## config.mk

```make
export PLATFORM = sky130hd
export DESIGN_NAME = i2c_pmic_responder
export DESIGN_NICKNAME = d
export VERILOG_FILES = /design/src/rtl/i2c_pmic_responder.sv
export SDC_FILE = /design/constraint.sdc
export NUM_CORES = 1
export LEC_CHECK = 0
export CAP_MARGIN = 30
export CELL_PAD_IN_SITES_DETAIL_PLACEMENT = 1
export CELL_PAD_IN_SITES_GLOBAL_PLACEMENT = 1
export CORE_ASPECT_RATIO = 1.5
export CORE_MARGIN = 4
export CORE_UTILIZATION = 39
export CTS_BUF_LIST = sky130_fd_sc_hd__clkbuf_8 sky130_fd_sc_hd__clkbuf_16
export CTS_CLUSTER_DIAMETER = 120
export CTS_CLUSTER_SIZE = 16
export DETAILED_ROUTE_END_ITERATION = 8
export PLACE_DENSITY = 0.77
export SYNTH_ARGS = -nofsm -noshare
export SYNTH_HDL_FRONTEND = slang
export SYNTH_SLANG_ARGS = --single-unit
```

## constraint.sdc

```tcl
create_clock -name clk -period 2.9 [get_ports clk]
set_input_delay 0.29 -clock clk [delete_from_list [all_inputs] [get_ports clk]]
set_output_delay 0.29 -clock clk [all_outputs]
set_load 0.02 [all_outputs]
```

## src/rtl/i2c_pmic_responder.sv

```systemverilog
// I2C target standing in for the removed PMIC: 2^REG_AW x 8 register file, auto-incrementing
// pointer, write strobes and a host side port. Define I2C_RESP_TIMEOUT_EN for the SCL-idle timeout.
module i2c_pmic_responder #(
  parameter logic [6:0]  DEV_ADDR    = 7'h4A,
  parameter int          REG_AW      = 4,
  parameter logic [15:0] TIMEOUT_CYC = 16'd50000
) (
  input  logic              clk,
  input  logic              reset,
  input  logic              scl_in,
  input  logic              sda_in,
  output logic              sda_oe,
  input  logic [REG_AW-1:0] host_addr,
  input  logic [7:0]        host_wdata,
  input  logic              host_we,
  output logic [7:0]        host_rdata,
  output logic              wr_strobe,
  output logic [REG_AW-1:0] wr_addr,
  output logic [7:0]        wr_data,
  output logic              busy
);

  typedef enum logic [3:0] {
    IDLE, ADDR, ADDR_ACK, PTR, PTR_ACK, WDATA, WDATA_ACK, RDATA, RD_MACK, IGNORE
  } state_t;

  localparam int DEPTH = 1 << REG_AW;

  logic              scl_meta, scl_s, scl_d;
  logic              sda_meta, sda_s, sda_d;
  logic              scl_rise, scl_fall, start_det, stop_det, timeout_hit;
  state_t            state, state_d;
  logic [7:0]        shift;
  logic [3:0]        bit_cnt;
  logic              rw, mack_ok;
  logic [REG_AW-1:0] ptr;
  logic [7:0]        regs [DEPTH];
  logic [7:0]        rx_byte, rd_byte;
  logic              rx_bit, byte_done, reg_we;
  logic              ack_start, ack_end, rd_load, rd_shift, rd_done, mack_ack;

  // Synchronizers reset to the idle-bus level so leaving reset never fakes an edge.
  always_ff @(posedge clk) begin
    if (reset) begin
      scl_meta <= 1'b1; scl_s <= 1'b1; scl_d <= 1'b1;
      sda_meta <= 1'b1; sda_s <= 1'b1; sda_d <= 1'b1;
    end else begin
      scl_meta <= scl_in; scl_s <= scl_meta; scl_d <= scl_s;
      sda_meta <= sda_in; sda_s <= sda_meta; sda_d <= sda_s;
    end
  end

  assign scl_rise  = scl_s & ~scl_d;
  assign scl_fall  = ~scl_s & scl_d;
  assign start_det = scl_s & scl_d & sda_d & ~sda_s;
  assign stop_det  = scl_s & scl_d & ~sda_d & sda_s;
  assign busy      = (state != IDLE);
  assign rd_byte   = regs[ptr];

`ifdef I2C_RESP_TIMEOUT_EN
  logic [15:0] idle_cnt;

  always_ff @(posedge clk) begin
    if (reset || state == IDLE || scl_rise || scl_fall) begin
      idle_cnt <= 16'd0;
    end else if (idle_cnt != TIMEOUT_CYC) begin
      idle_cnt <= idle_cnt + 16'd1;
    end
  end

  assign timeout_hit = busy && (idle_cnt == TIMEOUT_CYC);
`else
  logic unused_timeout;
  assign unused_timeout = ^TIMEOUT_CYC;
  assign timeout_hit    = 1'b0;
`endif

  always_ff @(posedge clk) begin
    if (reset) state <= IDLE;
    else       state <= state_d;
  end

  // NOTE: every output of this block gets a default before any branch, so no path leaves a
  // variable unassigned and no latch is inferred; combinational logic uses blocking '='.
  always_comb begin
    state_d   = state;
    rx_bit    = 1'b0;
    byte_done = 1'b0;
    reg_we    = 1'b0;
    ack_start = 1'b0;
    ack_end   = 1'b0;
    rd_load   = 1'b0;
    rd_shift  = 1'b0;
    rd_done   = 1'b0;
    mack_ack  = 1'b0;
    rx_byte   = {shift[6:0], sda_s};
    if (stop_det || timeout_hit) begin
      state_d = IDLE;
    end else if (start_det) begin
      state_d = ADDR;
    end else begin
      case (state)
        ADDR, PTR, WDATA: begin
          if (scl_rise) begin
            rx_bit = 1'b1;
            if (bit_cnt == 4'd7) begin
              byte_done = 1'b1;
              case (state)
                ADDR:    state_d = (rx_byte[7:1] == DEV_ADDR) ? ADDR_ACK : IGNORE;
                PTR:     state_d = PTR_ACK;
                default: begin
                  state_d = WDATA_ACK;
                  reg_we  = 1'b1;
                end
              endcase
            end
          end
        end
        // sda_oe doubles as the ACK phase flag: first fall pulls SDA low, second releases it.
        ADDR_ACK, PTR_ACK, WDATA_ACK: begin
          if (scl_fall) begin
            if (!sda_oe) begin
              ack_start = 1'b1;
            end else begin
              ack_end = 1'b1;
              if (state == ADDR_ACK) begin
                state_d = rw ? RDATA : PTR;
                rd_load = rw;
              end else begin
                state_d = WDATA;
              end
            end
          end
        end
        RDATA: begin
          if (scl_fall) begin
            if (bit_cnt == 4'd8) begin
              rd_done = 1'b1;
              state_d = RD_MACK;
            end else begin
              rd_shift = 1'b1;
            end
          end
        end
        RD_MACK: begin
          if (scl_rise) begin
            if (!sda_s) mack_ack = 1'b1;
            else        state_d  = IGNORE;
          end else if (scl_fall && mack_ok) begin
            rd_load = 1'b1;
            state_d = RDATA;
          end
        end
        default: ;
      endcase
    end
  end

  always_ff @(posedge clk) begin
    if (reset) begin
      sda_oe    <= 1'b0;
      shift     <= 8'h00;
      bit_cnt   <= 4'd0;
      rw        <= 1'b0;
      mack_ok   <= 1'b0;
      ptr       <= '0;
      wr_strobe <= 1'b0;
      wr_addr   <= '0;
      wr_data   <= 8'h00;
    end else begin
      wr_strobe <= 1'b0;
      if (stop_det || timeout_hit) begin
        sda_oe  <= 1'b0;
        mack_ok <= 1'b0;
      end else if (start_det) begin
        bit_cnt <= 4'd0;
        mack_ok <= 1'b0;
      end else begin
        if (rx_bit) begin
          shift   <= rx_byte;
          bit_cnt <= byte_done ? 4'd0 : bit_cnt + 4'd1;
        end
        if (byte_done && state == ADDR) rw  <= rx_byte[0];
        if (byte_done && state == PTR)  ptr <= rx_byte[REG_AW-1:0];
        if (reg_we) begin
          wr_strobe <= 1'b1;
          wr_addr   <= ptr;
          wr_data   <= rx_byte;
          ptr       <= ptr + REG_AW'(1);
        end
        if (ack_start) sda_oe <= 1'b1;
        if (ack_end) begin
          sda_oe  <= 1'b0;
          bit_cnt <= 4'd0;
        end
        // The first read bit is placed on the same fall that ends the preceding ACK phase.
        if (rd_load) begin
          shift   <= {rd_byte[6:0], 1'b0};
          sda_oe  <= ~rd_byte[7];
          bit_cnt <= 4'd0;
          mack_ok <= 1'b0;
        end
        if (state == RDATA && scl_rise) bit_cnt <= bit_cnt + 4'd1;
        if (rd_shift) begin
          sda_oe <= ~shift[7];
          shift  <= {shift[6:0], 1'b0};
        end
        if (rd_done) begin
          sda_oe  <= 1'b0;
          bit_cnt <= 4'd0;
        end
        if (mack_ack) begin
          ptr     <= ptr + REG_AW'(1);
          mack_ok <= 1'b1;
        end
      end
    end
  end

  // NOTE: the register file is reset explicitly because software expects all-zero contents;
  // this rules out a RAM macro, which is acceptable at this depth.
  always_ff @(posedge clk) begin
    if (reset) begin
      for (int i = 0; i < DEPTH; i++) regs[i] <= 8'h00;
      host_rdata <= 8'h00;
    end else begin
      if (host_we) regs[host_addr] <= host_wdata;
      if (reg_we)  regs[ptr]       <= rx_byte;
      host_rdata <= regs[host_addr];
    end
  end

endmodule

```

==> qor.yml <==
status: "completed"
p_seq_frac: 0.500
multi_input_area_um2: 5209
cts_hold_buf: 0
die_area_um2: 29830
fin_crit_ns: 2.437
async_flop_share: 0
drive_gt1_frac: 0.1886
clk_path_buf_depth: 2
min_path_type: "in -> reg"
place_inst: 1397
num_rows: 73
ys_seq_elements: 182
crit_arrival_ns: 2.61
n_antenna_cell: 0
dp_hpwl_mm: 28.27
cts.repair_timing.setup_buffer_count: 0
cts_tree: "built"
coreArea_um2: 26580
swShare: 0.2748
drc: 0
tns_ns: 0
drv_cap: 0
power.density_nw_per_um2: 502.9
cts_root_buf: "clkbuf_16"
final_cell_mix: "nand2_1 (284), o21ai_0 (137), edfxtp_1 (128), mux4_2 (72), buf_4 (70)"
vias_per_cell: 6.287
avgSynthCellArea_um2: 10.09
wl_per_cell_um: 27.98
regArea_um2: 4925
maxSlewViolCount: 0
clkTransAtPathRegs_ns: 0.09
fmax_mhz: 410.4
worstPathRequired_ns: 3.08
clock-sinks: 182
synth.yosys.warnings: 0
nNetsFinal: 1102
grt_pass1_vias: 9165
p_int_uw: 4404
io_pins: 40
synthCells: 1047
grt_max_degree: 34
synth_fp_nets: 1070
firstDrtPassIters: 5
grt_usage: 0.2715
gr-total-overflow: 0
wl_mm: 39.99
fillers: 2935
initial_core_util: 0.3974
yosysUniqueCellTypes: 63
cp-end-kind: "flop"
port_buffers: 39
skew_ns: 0.01885
vias: 8984
insertion_delay_ns: 0.47
routed.top_layer: "met4"
antenna_found_initial: 0
synth_seq_area_share: 0.4662
p_switching_uw: 1669
vdd_drop_max_mv: 0.3636
rsz0062_at_grt: "no"
power_leakage_uw: 0.003886
synth_edf_count: 128
antenna_left: 0
cts_htree_levels: 4
synth_ff_type: "edfxtp_1"
cts_resized: 0
clockPowerShare: 0.381
gp_congestion: 0.9619
grt_pass1_wl_mm: 59.06
dr_wl_met3_mm: 3.069
synthesis.area_um2: 10560
die_h_um: 209.6
post-route-period-util: 0.8402
die_width_um: 142.4
wl_met1_mm: 13.42
cts_buffers: 17
finalHoldViolations: 0
worstSetupStartpointType: "flop"
setup_viol: 0
final_cells: 1429
wl_met2_mm: 19.98
final_common_cell: "nand2_1"
cp_max_fo: 26
worst_pin_slew_ns: 0.8452
drt_iter0_drc: 1052
power_frac_comb: 0.119
slew_headroom: 0.4357
area_growth_pct: 14.32
path_class: "reg -> reg"
-- flip-flops by register name (all words and copies together) (netlist names), 4 cells and up, named ones only --
register / count
regs: 128
host_rdata: 8
shift: 8
wr_data: 8
bit_cnt: 4
ptr: 4
state: 4
wr_addr: 4
-- cell usage after synthesis (all sizes together) (10+ instances only) --
cell	n	area, µm²
mux4	72	1622
nor2	33	123.9
a21oi	24	120.1
nand2	284	1066
o21ai	140	704.4
buf	30	147.6
nor2b	14	87.58
clkbuf	67	251.5
or3	19	123.9
dfxtp	54	1081
mux2i	13	130.1
edfxtp	128	3844
or2	10	62.56
nand2b	24	150.1
nor3	32	190.2
-- per-stage QoR --
step / area, µm² / setup WS, ns / hold slack, ns / total power [µW] / util
after floorplan: 10560 / 0.7098 / 0.3895 / 3470 / -
after global placement: 11510 / 0.3600 / 0.3918 / 3775 / 0.4331
after detailed placement: 11510 / 0.3328 / 0.3954 / 3794 / 0.4331
after CTS: 12080 / 0.4501 / 0.2921 / 6064 / 0.4543
after global routing: 12080 / 0.3114 / 0.3064 / 6238 / 0.4543
final: 12080 / 0.4634 / 0.3113 / 6073 / 0.4543
-- worst max-delay path, cell delays in order (launching register included) --
cell and delay, ns:
dfxtp_1 0.39, ha_1 0.20, and3b_1 0.26, nand4_2 0.13
buf_4 0.29, nor3_1 0.43, buf_4 0.27, o21ai_0 0.16
-- final cells by class --
type,count,share of cell area
clock buffers,18,0.03730
clock inverters,14,0.009429
inverters,8,0.002487
multi-input cells,760,0.4314
flip-flops and latches,182,0.4078
well taps,337,0.03492
repair buffers,110,0.07668
-- power by group through the flow --
stage               clock network (µW)  logic (µW)  registers [µW]
CTS                               2320         716            3030
detailed placement                   0         710            3080
global route                      2440         758            3040
finish                            2310         721            3040
floorplan                            0         448            3020
global placement                     0         697            3080
-- logic make-up after synthesis --
kind of cell | synth area share
and+or+nand+nor | 0.2014
adders and majority gates | 0.007107
muxes | 0.1701
DFF | 0.4662
buffers and inverters | 0.04063
xor gates and xnor gates | 0.0008293
AOI/OAI and AO/OA | 0.1137
-- final timing paths --
path / startpoint / to / depth (start not counted) / slack (ns)
setup / recovery: bit_cnt[1] / regs[2][7] / 7 / 0.46
setup reg to reg: bit_cnt[1] / regs[2][7] / 7 / 0.46
hold / removal: reset / wr_data[4] / 2 / 0.31
hold reg to reg: sda_meta / sda_s / 1 / 0.41
-- per-layer routing --
metal | track usage | vias to the layer above
li1 | - | 3868
met1 | 0.3012 | 4412
met2 | 0.4670 | 522
met3 | 0.04741 | 182
met4 | 0.1879 | 0
met5 | 0 | -
No activity file was read; power rests on OpenSTA's default activity.
